<file path="config.mk">
export PLATFORM = sky130hd
export DESIGN_NAME = somasub_serial
export DESIGN_NICKNAME = d
export VERILOG_FILES = /design/src/rtl/somasub_serial.sv
export SDC_FILE = /design/constraint.sdc
export NUM_CORES = 1
export LEC_CHECK = 0
export BUFFER_PORTS_ARGS = -buffer_cell sky130_fd_sc_hd__buf_2
export CAP_MARGIN = 20
export CORE_MARGIN = 2
export CORE_UTILIZATION = 59
export DETAILED_ROUTE_END_ITERATION = 16
export GPL_TIMING_DRIVEN = 0
export PLACE_DENSITY = 0.84
export SLEW_MARGIN = 20
export SYNTH_ARGS = -nofsm -noshare
export SYNTH_HDL_FRONTEND = slang
export SYNTH_SLANG_ARGS = --single-unit
</file>
<file path="constraint.sdc">
create_clock -name i_clk -period 4.64 [get_ports i_clk]
set_input_delay 0.464 -clock i_clk [delete_from_list [all_inputs] [get_ports i_clk]]
set_output_delay 0.464 -clock i_clk [all_outputs]
set_load 0.01 [all_outputs]
</file>
<file path="src/rtl/somasub_serial.sv">
// somasub_serial: WORDS x 4-bit two's-complement add/subtract sequenced over one 4-bit slice.
// Latency: start-to-done = WORDS cycles; throughput one operation per WORDS cycles.
// Backpressure: none; start is ignored while busy and accepted again in the done cycle.

// somasub_nibble: 4-bit add slice with carry in/out and per-slice signed overflow.
// Latency: combinational.
// Backpressure: not applicable.
module somasub_nibble (
    input  logic [3:0] i_a,
    input  logic [3:0] i_b,
    input  logic       i_c,
    output logic [3:0] o_s,
    output logic       o_c,
    output logic       o_v
);
    logic [4:0] w_sum;
    logic       w_c_into_msb;

    assign w_sum        = {1'b0, i_a} + {1'b0, i_b} + {4'b0000, i_c};
    assign o_s          = w_sum[3:0];
    assign o_c          = w_sum[4];
    // Carry into bit 3 recovered from the sum bit; overflow is carry-in vs carry-out of the MSB.
    assign w_c_into_msb = i_a[3] ^ i_b[3] ^ w_sum[3];
    assign o_v          = w_c_into_msb ^ w_sum[4];
endmodule

module somasub_serial #(
    parameter int WORDS = 4
) (
    input  logic                 i_clk,
    input  logic                 i_rst_n,
    input  logic                 i_start,
    input  logic                 i_op,
    input  logic [4*WORDS-1:0]   i_a,
    input  logic [4*WORDS-1:0]   i_b,
    output logic                 o_busy,
    output logic                 o_done,
    output logic [4*WORDS-1:0]   o_r,
    output logic                 o_zero,
    output logic                 o_sinal,
    output logic                 o_overflow,
    output logic                 o_carry
);
    localparam int N  = 4 * WORDS;
    localparam int CW = (WORDS > 1) ? $clog2(WORDS) : 1;
    localparam int IW = CW + 2;
    localparam logic [CW-1:0] LAST = CW'(WORDS - 1);

    typedef enum logic {
        S_IDLE = 1'b0,
        S_RUN  = 1'b1
    } state_t;

    state_t          r_state;
    state_t          w_state_nxt;

    logic [CW-1:0]   r_cnt;
    logic [N-1:0]    r_a;
    logic [N-1:0]    r_b;      // already inverted for subtraction
    logic            r_c;
    logic            r_zacc;
    logic [N-1:0]    r_w;

    logic [N-1:0]    r_r;
    logic            r_done;
    logic            r_zero;
    logic            r_sinal;
    logic            r_ovf;
    logic            r_carry;

    logic            w_busy;
    logic            w_load;
    logic            w_step;
    logic            w_finish;
    logic [IW-1:0]   w_base;
    logic [3:0]      w_nib_a;
    logic [3:0]      w_nib_b;
    logic [3:0]      w_nib_s;
    logic            w_nib_c;
    logic            w_nib_v;
    logic            w_nib_zero;
    logic [N-1:0]    w_w_fin;

    // State register; reset aborts any running sequence.
    always_ff @(posedge i_clk) begin
        if (!i_rst_n) begin
            r_state <= S_IDLE;
        end else begin
            r_state <= w_state_nxt;
        end
    end

    // Next state: leave IDLE on start, return after the last nibble.
    always_comb begin
        w_state_nxt = r_state;
        case (r_state)
            S_IDLE:  if (i_start)        w_state_nxt = S_RUN;
            S_RUN:   if (r_cnt == LAST)  w_state_nxt = S_IDLE;
            default:                     w_state_nxt = S_IDLE;
        endcase
    end

    // FSM decode: load on accepted start, step every RUN cycle, finish on the last nibble.
    always_comb begin
        w_busy   = 1'b0;
        w_load   = 1'b0;
        w_step   = 1'b0;
        w_finish = 1'b0;
        case (r_state)
            S_IDLE: begin
                w_load = i_start;
            end
            S_RUN: begin
                w_busy   = 1'b1;
                w_step   = 1'b1;
                w_finish = (r_cnt == LAST);
            end
            default: begin
                w_busy = 1'b0;
            end
        endcase
    end

    // Select the active nibble of each latched operand.
    assign w_base  = {r_cnt, 2'b00};
    assign w_nib_a = r_a[w_base +: 4];
    assign w_nib_b = r_b[w_base +: 4];

    somasub_nibble u_slice (
        .i_a (w_nib_a),
        .i_b (w_nib_b),
        .i_c (r_c),
        .o_s (w_nib_s),
        .o_c (w_nib_c),
        .o_v (w_nib_v)
    );

    assign w_nib_zero = (w_nib_s == 4'h0);

    // Working register with the final nibble merged, so R is published in the same cycle.
    always_comb begin
        w_w_fin = r_w;
        w_w_fin[w_base +: 4] = w_nib_s;
    end

    // Operand latch and per-nibble stepping of carry, counter, zero accumulator and W.
    always_ff @(posedge i_clk) begin
        if (!i_rst_n) begin
            r_cnt  <= '0;
            r_a    <= '0;
            r_b    <= '0;
            r_c    <= 1'b0;
            r_zacc <= 1'b1;
            r_w    <= '0;
        end else if (w_load) begin
            r_cnt  <= '0;
            r_a    <= i_a;
            r_b    <= i_op ? ~i_b : i_b;
            r_c    <= i_op;
            r_zacc <= 1'b1;
        end else if (w_step) begin
            r_w[w_base +: 4] <= w_nib_s;
            r_c    <= w_nib_c;
            r_zacc <= r_zacc & w_nib_zero;
            r_cnt  <= w_finish ? '0 : r_cnt + CW'(1);
        end
    end

    // Publish result and flags only on completion; done is a single-cycle pulse.
    always_ff @(posedge i_clk) begin
        if (!i_rst_n) begin
            r_done  <= 1'b0;
            r_r     <= '0;
            r_zero  <= 1'b1;
            r_sinal <= 1'b0;
            r_ovf   <= 1'b0;
            r_carry <= 1'b0;
        end else begin
            r_done <= w_finish;
            if (w_finish) begin
                r_r     <= w_w_fin;
                r_zero  <= r_zacc & w_nib_zero;
                r_sinal <= w_nib_s[3];
                r_ovf   <= w_nib_v;
                r_carry <= w_nib_c;
            end
        end
    end

    assign o_busy     = w_busy;
    assign o_done     = r_done;
    assign o_r        = r_r;
    assign o_zero     = r_zero;
    assign o_sinal    = r_sinal;
    assign o_overflow = r_ovf;
    assign o_carry    = r_carry;
endmodule
</file>
# Yosys cells after proc, flatten, opt, wreduce, memory -nomap -nowiden

Index checks and enable logic that the tools add are counted.

Bitwise logic cells: 8
Eq/ne operators: 1
Muxes and demuxes: 11
$add $sub $neg: 4
Shift-type cells: 4
Reductions and logical operators: 4

Operator list:

| cell                     | number |
|---|---|
| $shiftx A16 B5 Y4        | 2 |
| $bwmux W16               | 1 |
| $mux W16                 | 1 |
| $not A16 Y16             | 1 |
| $shift A4 B6 Y16 const A | 1 |
| $shiftx A4 B6 Y16        | 1 |
| $mux W1                  | 7 |
| $neg A4 Y6               | 1 |
| $add A4 B4 Y5            | 1 |
| $add A5 B1 Y5            | 1 |
| $logic_not A4 Y1         | 1 |
| $not A1 Y1               | 3 |
| $xor A1 B1 Y1            | 3 |
| $add A2 B1 Y2 const B    | 1 |
| $eq A2 B2 Y1 const B     | 1 |
| $mux W2                  | 1 |
| $pmux W1 S2              | 1 |
| $reduce_and A2 Y1        | 1 |
| $reduce_bool A2 Y1       | 1 |
| $reduce_or A2 Y1         | 1 |
| $and A1 B1 Y1            | 1 |

Logic and storage cells: 45
Flip-flop bits (word level): 74

# Depth between registers and ports, before layout

Gate-level depths: netlist of run 1.

Depth after elaboration: 5
Depth in mapped cells: 9
Mapped depth without buffers: 8

# Modules after synthesis

From an unflattened synthesis of run 1, not the netlist that was laid out.

Cell total of the unflattened synthesis: 357
Area, all modules: 3,384.5 µm²

Modules (own cells, without submodules):

| module         | area an instance (µm²) | instances | cells an instance | seq. area each (µm²) |
|---|---|---|---|---|
| somasub_serial | 3,226.8                | 1         | 339               | 1,401.3 |
| somasub_nibble | 157.7                  | 1         | 18                | 0.0 |

# Worst setup path after synthesis of run 1

Ideal clock, no wire load.

Path kind: flip-flop to flip-flop
Start point: register r_cnt[0]
End point: register r_zacc
Arrival: 2.596 ns
Cell stages (with the launch flop): 9
Path buffers: 1
Data required time: 4.557 ns
Setup time: 0.083 ns
Slack: 1.961 ns
Period minus slack after synthesis: 2.679 ns
Path through: dfxtp_1 -> buf_4 -> mux4_2 -> fa_1 -> inv_1 -> fa_1 -> xnor2_1 -> or4b_4 -> o221ai_1

Word-level cells in the longest chain between the ends: 5
Elaborated cells between the ends (all ways): 6
Those cells by class: 2 x add/sub; 2 x shift; 1 x bitwise; 1 x reduce/logical

Ends and longest elaborated chain:

| item                                 | line     | RTL |
|---|---|---|
| start: declaration                   | 57       | `logic [CW-1:0] r_cnt;` |
| start signal: assignment             | 165      | `r_cnt <= w_finish ? '0 : r_cnt + CW'(1);` |
| $shiftx A16 B5 Y4 (on tied branches) | 126, 127 |  |
| $add A4 B4 Y5 (*)                    | 19       | `assign w_sum = {1'b0, i_a} + {1'b0, i_b} + {4'b0000, i_c};` |
| $add A5 B1 Y5 (*)                    | 19       |  |
| $logic_not A4 Y1 (*)                 | 138      | `assign w_nib_zero = (w_nib_s == 4'h0);` |
| $and A1 B1 Y1 (*)                    | 164      | `r_zacc <= r_zacc & w_nib_zero;` |
| end signal: assignment               | 164      |  |
| end: declaration                     | 61       | `logic r_zacc;` |

Mark *: on every way between the ends. The rest lies on a longest branch, timed or not.
A chain may end at the register's enable or synchronous reset.

# Worst setup path in the final report of run 1

Start point: register r_cnt[1]
End point: register r_zacc

The elaborated chain is that of the path after synthesis.

==> run metrics, run 1 <==
status=complete, no violations; cell family contributing the most delay on the critical path=adder cells; crit path launch type=flop; grt met1 use=0.3193; CTS HTree Levels=3; clk_skew=~0.0061 ns; core area=around 5100 sq um; routing usage on met3=0.04706; Distinct cells, synth=34; CTS Buffer Depth=2; # IOs=58; Setup Viol. Count Final=0; Fillers=roughly 410; async set-reset flop share out of synthesis=0; post-route ant nets=0; initial antenna violation count=0; FP Rows=26; Min-Delay Path Class=input port to flop; R2R Setup Slk=between 1.5 and 2 ns; Congestion Overflow GR=0; post-DP HPWL=between 5 and 6 mm; Tot Pwr=between 1 and 1.5 mW; Die Y-Extent=77.16 um; yosys warns=0; Mean Syn Cell Area=8.972 sq um; Crit. End Element=flop; crit path max fanout=9; largest net degree at the start of global routing=13; arrival time at the worst endpoint=roughly 3.3 ns; RSZ-0062 raised after global routing=false; routability cong.=approximately 0.84; # DRC=0; Routed WL=7.175 mm; FF/Latch Area=1401 sq um; TritonCTS clock tree=built; slowest CP cell=or4b_4; global-route usage over all layers=0.2604; fmax=approximately 330 MHz; CTS Buf Count=9; first-pass GRT wire length=between 10 and 15 mm; fin crit share=0.6527; Slew @ Worst Pin=~0.8 ns; MaxCap Viol Count=0; I/O Buffers=between 50 and 60; Synth Flop Type=dfxtp_1; Root Buffer=clkbuf_8; Buf+Inv Stages, Crit Path=2; CTS clock-pin slew for the worst setup and hold paths=0.08 ns; area grow syn2layout=18.11%; register area share after synthesis=0.4437; crit-path cells=clkbuf_1 > mux4_2 > fa_1 > inv_1 > fa_1 > xnor2_1 > or4b_4 > o221ai_1; pwr dens=~360 nW/um^2; Post-CTS Repair Setup Buffers=0; share of cells above drive strength 1=0.2246; Worst Setup Path Type=flop to flop; GR Util met2=0.4391; initial core utilization=0.6144; first-pass detailed-route iteration total=5; CTS sink cnt=70; Initial DRC Count=about 230; latest clock arrival within the worst-skew pair=about 0.35 ns; Netlist Area Pre-Place=~3200 sq um; multi-input combinational cell area=1604 sq um; nets=464; chip width=around 77 um; Vias=~2,800; ANT cells=0; Cells after Synth=approximately 350; Resized cells post-CTS=0; vias in the first global route=~2,700; Final Hold Viols=0; Post-synth EDFFs=0; Critical Path Max Stage Delay=0.57 ns; Worst EP required=4.91 ns; Final Slew Violations=0; synthesized net count=between 300 and 400; Via density=roughly 5.7; Slew HR=0.4576; Hold Buf Count CTS=0; Die Area=5954 sq um; Leak Pwr=approximately 1.5 nW; cell repeated most along the worst path=fa_1; post-route minimum period=3.029 ns; drt wl/cell=14.55 um; gr busiest metal=met2; Sum Neg Setup Slack=0 ns; VDD IR-drop max=about 230 uV; Yosys reg bits=70
[state kept, by name, indices dropped and copies added, names as in the netlist, 2 cells and up]
signal / flops
o_r: 16
r_cnt: 2
r_b: 16
r_a: 16
r_w: 12
[through the flow]
step,hold slack (ns),std cells,worst slack (ns),util,instance area (sq um)
2_1_floorplan,0.4331,352,1.961,-,3158
3_3_place_gp,0.4401,477,1.676,0.6850,3521
3_5_place_dp,0.4463,477,1.606,0.6850,3521
4_1_cts,0.3388,493,1.581,0.7257,3730
5_1_grt,0.3511,493,1.399,0.7257,3730
6_report,0.3430,493,1.611,0.7257,3730
[report_power, final]
group | switching [mW] | internal (mW)
Sequential | 0.0140 | 0.628
Clock | 0.231 | 0.276
Combinational | 0.125 | 0.0815
[area by class of cell]
cell class,count,share of cell area
Clock inverter,5,0.01543
Sequential cell,70,0.3757
Clock buffer,11,0.04059
Buffer,27,0.03086
Timing Repair Buffer,55,0.07380
Inverter,10,0.01006
Tap cell,70,0.02348
Multi-Input combinational cell,245,0.4301
[cell usage after synthesis, drive strengths merged, types with 4 or more instances]
library cell,n,area (sq um)
nand3,9,45.04
nand3b,4,30.03
inv,10,37.54
and2,5,31.28
xnor2,19,166.4
nand2,51,191.4
ha,8,100.1
a21oi,27,135.1
buf,9,47.55
a22oi,9,67.56
o21ai,9,45.04
clkbuf,18,67.56
nor2,39,146.4
a221oi,8,70.07
nor3,10,50.05
a211oi,17,127.6
dfxtp,70,1401
mux4,8,180.2
a31oi,4,25.02
[worst paths after layout]
kind,start,end,cells past startpoint
setup / recovery,r_cnt[1],r_zacc,8
setup reg to reg,r_cnt[1],r_zacc,8
hold reg to reg,o_r[12],o_r[12],2
hold / removal,i_a[6],r_a[6],3
[cell families after synthesis]
| logic type | Yosys count | share of synthesized area |
|---|---|---|
| simple gates | 129 | 0.1890 |
| compound gates | 79 | 0.1648 |
| flops | 70 | 0.4437 |
| buf+inv | 37 | 0.04834 |
| xor+xnor | 19 | 0.05269 |
| fa+ha+maj | 10 | 0.04438 |
| mux | 8 | 0.05705 |
[worst reg2reg max path, delay by kind of cell, from the launching register on]
kind	cells	cell delay, ns
DFF	1	0.36
xor gates and xnor gates	1	0.24
muxes	1	0.43
buffers and inverters	2	0.54
AOI/OAI and AO/OA	1	0.18
and+or+nand+nor	1	0.57
adders and majority gates	2	0.63
[layout by cell type (no fill, tap or decap), types with 9 or more instances in the layout]
master,instances
nand2_1,51
a21oi_1,27
nor3_1,10
nor2_1,39
nand3_1,9
clkbuf_8,11
dfxtp_1,70
a211oi_1,17
o21ai_0,9
a22oi_1,9
clkbuf_1,18
buf_2,63
xnor2_1,19
[per-layer routing]
layer  share of wire  vias up  routed length, um
met1            0.43     1290               3056
met3           0.071       20                510
met5               0        -                  0
met2            0.48      129               3427
li1                -     1369                  -
met4           0.025        0                180
(Power assumes the default switching activity.)
==> run 2, diff against run 1 <==
- CORE_UTILIZATION: 59 -> 50
- PLACE_DENSITY: 0.84 -> 0.76
- clock period: 4.64 -> 2.59 ns (I/O delays scaled with it)
==> run 2 against run 1 <==
Worst setup slack got worse by 1.6 ns. Highest routed layer unchanged. Critical path type unchanged. Worst hold slack got worse by 0.20 ns. Count of clock-buffer cells in the layout rose by 1.
==> run metrics, run 2 (synthesis gave the netlist of run 1 again) <==
first-pass detailed-route iteration total=5 (unchanged); Cell Int Power=1.721 mW (+75%); Critical Path Max Stage Delay=0.55 ns (-0.02 ns); Fillers=533 (+29%); slowest CP cell=mux4_2; drt wl/cell=15.20 um (+4.5%); Leak Pwr=1.501 nW (+2.3%); routing usage on met3=0.06330 (+0.01624); most common cell after layout, fill and taps aside=dfxtp_1; nets=469 (+1.1%); FP Rows=28 (+7.7%); FF/Latch Area=1405 sq um (+0.27%); cell family contributing the most delay on the critical path=adder cells; post-route minimum period=2.531 ns (-0.4976 ns); Slew @ Worst Pin=0.6258 ns (-0.1820 ns); share of cells above drive strength 1=0.2593 (+0.03476); Hold Buf Count CTS=0 (unchanged); post-DP HPWL=5.338 mm (+1.6%); Setup Viol. Count Final=0 (unchanged); gr busiest metal=met2; I/O Buffers=55 (unchanged); Die Y-Extent=83.48 um (+8.2%); Initial DRC Count=223 (-2.2%); switching share of power=0.2785 (+0.005658); grt met1 use=0.2687 (-0.05055); clk_skew=0.004005 ns (-0.002046 ns); Buf+Inv Stages, Crit Path=1 (-1); post-route ant nets=0 (unchanged); pwr dens=627.3 nW/um^2 (+73%); latest clock arrival within the worst-skew pair=0.35 ns (about the same); CTS HTree Levels=3 (unchanged); core area=6026 sq um (+17%); global-route usage over all layers=0.2208 (-0.03958); routability cong.=0.8930 (+6.0%); fmax=395.1 MHz (+20%); Worst Setup Path Type=flop to flop; Comb power frac=0.174 (+0.022); CTS sink cnt=70 (unchanged); largest net degree at the start of global routing=12 (-1); Worst EP required=2.86 ns (-2.05 ns); fin crit share=0.9772 (+0.3245); Final Slew Violations=0 (unchanged); initial antenna violation count=0 (unchanged); Die Area=6968 sq um (+17%); Congestion Overflow GR=0 (unchanged); Sum Neg Setup Slack=0 ns (unchanged); # IOs=58 (unchanged); area grow syn2layout=20.40%; Routed WL=7.647 mm (+6.6%); CTS clock-pin slew for the worst setup and hold paths=0.07 ns (about the same); initial core utilization=0.5241 (-0.09032); chip width=83.48 um (+8.2%); CTS Buffer Depth=2 (unchanged); RSZ-0062 raised after global routing=true; most frequent cells in the layout=69 x dfxtp_1, 62 x buf_2, 50 x nand2_1; CTS Buf Count=9 (unchanged); GR Util met2=0.3827 (-0.05643); first-pass GRT wire length=12.26 mm (-0.28%); multi-input combinational cell area=1643 sq um (+2.4%); vias in the first global route=2,526 (-5.1%); post-layout util=0.6310 (-0.09464); crit path launch type=flop; Slew HR=0.5828 (+0.1252); Seq pwr share=0.484 (+0.010); arrival time at the worst endpoint=2.80 ns (-0.49 ns); cell repeated most along the worst path=fa_2; Via density=5.579 (-2.1%); ANT cells=0 (unchanged); TritonCTS clock tree=built; Min-Delay Path Class=input port to flop; crit-path cells=mux4_2 > fa_2 > inv_2 > fa_2 > xnor2_4 > or4b_4 > o221ai_2; Final Hold Viols=0 (unchanged); status=complete, no violations; Tot Pwr=2.385 mW (+76%); Clk pwr share=0.342 (-0.032); Vias=2,806 (-0.071%); switching power=0.6643 mW (+80%); crit path max fanout=8 (-1); # DRC=0 (unchanged); Root Buffer=clkbuf_8; Crit. End Element=flop; MaxCap Viol Count=0 (unchanged); VDD IR-drop max=472.1 uV (+100%)
[run 2: cell count changes in the layout (fill, tap and decap cells not counted), sizes merged]
cell      change
clkinv        +3
bufinv        -1
inv           -1
clkinvlp      -2
buf           +6
[run 2: layout make-up]
cell class / count / area share
inverter: 10 / 0.01086
clock inverter: 4 / 0.005265
timing repair buffer: 61 / 0.08424
sequential: 70 / 0.3695
buffer: 26 / 0.02994
multi-input combinational: 245 / 0.4321
clock buffer: 12 / 0.04344
tap: 75 / 0.02468
[run 2: worst min-delay path: stages]
cell     delay [ns]
buf_2          0.09
nand2_1        0.04
a21oi_1        0.05
[run 2: power by group through the flow]
| stage | Combinational, mW | Sequential (mW) | Clock (mW) |
|---|---|---|---|
| 2_1_floorplan | 0.266 | 1.17 | 0 |
| 3_3_place_gp | 0.362 | 1.17 | 0 |
| 3_5_place_dp | 0.369 | 1.18 | 0 |
| 4_1_cts | 0.407 | 1.15 | 0.831 |
| 5_1_grt | 0.450 | 1.16 | 0.880 |
| 6_report | 0.415 | 1.15 | 0.817 |
[run 2: per-layer routing]
layer | up-vias | part of all wire
li1 | 1372 | -
met1 | 1326 | 0.43
met2 | 94 | 0.49
met3 | 14 | 0.060
met4 | 0 | 0.017
met5 | - | 0
[run 2: what timing repair did]
item / CTS / global route
pin swaps: 2 / 5
gates resized for setup: 11 / 5
gates cloned: 0 / 0
endpoints found under the setup margin: 19 / 13
setup buffers: 5 / 1
[run 2: metrics by stage]
stage	setup slack, ns	instances	hold slack [ns]	cell area [sq um]
floorplan	0.01123	352	0.3950	3171
global placement	-0.3074	482	0.4398	3540
detailed placement	-0.3363	482	0.4456	3540
CTS	-0.006875	503	0.1352	3802
global route	-0.03340	503	0.1425	3802
finish	0.05906	503	0.1451	3802
[run 2: final timing paths]
path	end	slack [ns]	start	cells after the start
max	r_zacc	0.06	r_cnt[0]	7
min	r_a[5]	0.15	i_a[5]	3
max reg2reg	r_zacc	0.06	r_cnt[0]	7
min reg2reg	r_a[0]	0.45	r_a[0]	2
==> run 3, diff against run 2 <==
- BUFFER_PORTS_ARGS: -buffer_cell sky130_fd_sc_hd__buf_2 -> unset
- CORE_MARGIN: 2 -> 5
- CORE_UTILIZATION: 50 -> 56
- DONT_BUFFER_PORTS: unset -> 1
- PLACE_DENSITY: 0.76 -> 0.74
- SETUP_SLACK_MARGIN: unset -> 0.4
==> run 3 against run 2 <==
Core utilization up 4.4 points. Highest routed layer unchanged. Critical path type unchanged. Sequential share of layout area rose by 0.83 points. Die area is 3.9% higher. Fmax down 0.93%. Critical path depth is 1 higher. Non-clock buffer count is 48 lower. Combinational power rose by 8.7%.
==> run metrics, run 3 (synthesis gave the netlist of run 1 again) <==
Root Buffer=clkbuf_8; CTS Buffer Depth=2 (unchanged); latest clock arrival within the worst-skew pair=0.34 ns (about the same); Via density=5.861 (+5.1%); nets=421 (-10%); # IOs=58 (unchanged); share of cells above drive strength 1=0.1974 (-0.06198); routability cong.=0.8715 (-2.4%); drt wl/cell=17.22 um (+13%); Vias=2,649 (-5.6%); Tot Pwr=2.443 mW (+2.4%); Final Slew Violations=0 (unchanged); most common cell after layout, fill and taps aside=dfxtp_1; TritonCTS clock tree=built; Final Hold Viols=0 (unchanged); area grow syn2layout=17.75%; RSZ-0062 raised after global routing=true; Fillers=456 (-14%); initial core utilization=0.5735 (+0.04942); Slew HR=0.5913 (+0.008520); vias in the first global route=2,681 (+6.1%); first-pass detailed-route iteration total=4 (-1); Sum Neg Setup Slack=0 ns (unchanged); I/O Buffers=0 (-100%); global-route usage over all layers=0.2175 (-0.003289); Worst Setup Path Type=flop to flop; arrival time at the worst endpoint=2.81 ns (about the same); slowest CP cell=mux4_2; cell repeated most along the worst path=fa_2; crit-path cells=buf_12 > mux4_2 > fa_2 > inv_2 > fa_2 > xnor2_4 > or4b_4 > o31ai_2; fin crit share=0.9864 (+0.009153); Critical Path Max Stage Delay=0.52 ns (-0.03 ns); clk_skew=0.008812 ns (+0.004807 ns); Setup Viol. Count Final=0 (unchanged); Cell Int Power=1.762 mW (+2.4%); CTS clock-pin slew for the worst setup and hold paths=0.07 ns (about the same); Crit. End Element=flop; CTS HTree Levels=3 (unchanged); switching power=0.6813 mW (+2.6%); post-route ant nets=0 (unchanged); post-DP HPWL=5.363 mm (+0.47%); Worst EP required=2.84 ns (-0.02 ns); post-route minimum period=2.555 ns (+0.02371 ns); crit path launch type=flop; status=complete, no violations; Leak Pwr=1.331 nW (-11%); most frequent cells in the layout=69 x dfxtp_1, 50 x nand2_1, 39 x nor2_1; VDD IR-drop max=560.4 uV (+19%); core area=5507 sq um (-8.6%); Clk pwr share=0.344 (+0.002); initial antenna violation count=0 (unchanged); ANT cells=0 (unchanged); Slew @ Worst Pin=0.6130 ns (-0.01278 ns); Comb power frac=0.185 (+0.011); Min-Delay Path Class=input port to flop; fmax=391.4 MHz (-0.93%); FP Rows=27 (-3.6%); switching share of power=0.2788 (+0.0003591); crit path max fanout=7 (-1); Congestion Overflow GR=0 (unchanged); Seq pwr share=0.472 (-0.012); CTS sink cnt=70 (unchanged); MaxCap Viol Count=0 (unchanged); pwr dens=657.0 nW/um^2 (+4.7%); chip width=85.10 um (+1.9%); # DRC=0 (unchanged); final instance area=3719 sq um (-2.2%); first-pass GRT wire length=12.68 mm (+3.4%); Die Y-Extent=85.10 um (+1.9%); CTS Buf Count=9 (unchanged); Die Area=7241 sq um (+3.9%); Routed WL=7.785 mm (+1.8%); Initial DRC Count=146 (-35%); Post-Place Cell Area=3282 sq um (-7.3%); largest net degree at the start of global routing=12 (unchanged)
==> run 3: area by class of cell <==
cell class                      count  area [sq um]  share of cell area
Buffer                             27         141.4             0.03802
Clock buffer                       11         131.4             0.03533
Clock inverter                      5         50.05             0.01346
Inverter                           10         40.04             0.01077
Multi-Input combinational cell    245          1747              0.4697
Sequential cell                    70          1405              0.3779
Tap cell                           72         90.09             0.02423
Timing Repair Buffer               12         113.9             0.03062
==> run 3: worst max-delay path: cells and delay by family (launching register included) <==
kind | cells | cell delay, ns
AOI/OAI and AO/OA | 1 | 0.18
and+or+nand+nor | 1 | 0.50
DFF | 1 | 0.36
muxes | 1 | 0.52
adders and majority gates | 2 | 0.65
buffers and inverters | 2 | 0.19
xor gates and xnor gates | 1 | 0.09
==> run 3: worst paths after layout <==
check / cells past startpoint / from / slack (ns) / endpoint
worst max register to register: 8 / r_cnt[0] / 0.04 / o_zero
worst min-delay path: 2 / i_a[11] / 0.05 / r_a[11]
worst min register to register: 2 / r_a[1] / 0.46 / r_a[1]
worst max-delay path: 8 / r_cnt[0] / 0.04 / o_zero
==> run 3: what timing repair did <==
action,in CTS,in global routing
pin swaps,8,12
setup endpoints to repair,34,30
hold buffers,0,0
setup buffers,10,2
resized for setup,20,18
gates cloned,0,0
==> run 3: through the flow <==
| stage | hold WS, ns | util | worst slack, ns | std cells |
|---|---|---|---|---|
| after floorplan | 0.3950 | - | 0.04669 | 352 |
| after global placement | 0.3962 | 0.5960 | -0.1222 | 424 |
| after detailed placement | 0.4021 | 0.5960 | -0.1451 | 424 |
| after CTS | 0.03572 | 0.6567 | 0.03602 | 450 |
| after global routing | 0.03535 | 0.6753 | -0.04017 | 452 |
| final | 0.05074 | 0.6753 | 0.03535 | 452 |
==> run 3: power groups by stage <==
stage / Combinational (mW) / Clock (mW) / Sequential (mW)
global placement: 0.346 / 0 / 1.17
CTS: 0.407 / 0.848 / 1.15
detailed placement: 0.354 / 0 / 1.18
finish: 0.451 / 0.840 / 1.15
floorplan: 0.278 / 0 / 1.17
global route: 0.488 / 0.903 / 1.16
==> run 3: layer usage <==
metal / global-route usage / share of wire / vias to the layer above
met5: 0 / 0 / -
met1: 0.2650 / 0.42 / 1260
met2: 0.3651 / 0.49 / 95
li1: - / - / 1279
met4: 0.06906 / 0.019 / 0
met3: 0.06893 / 0.069 / 15
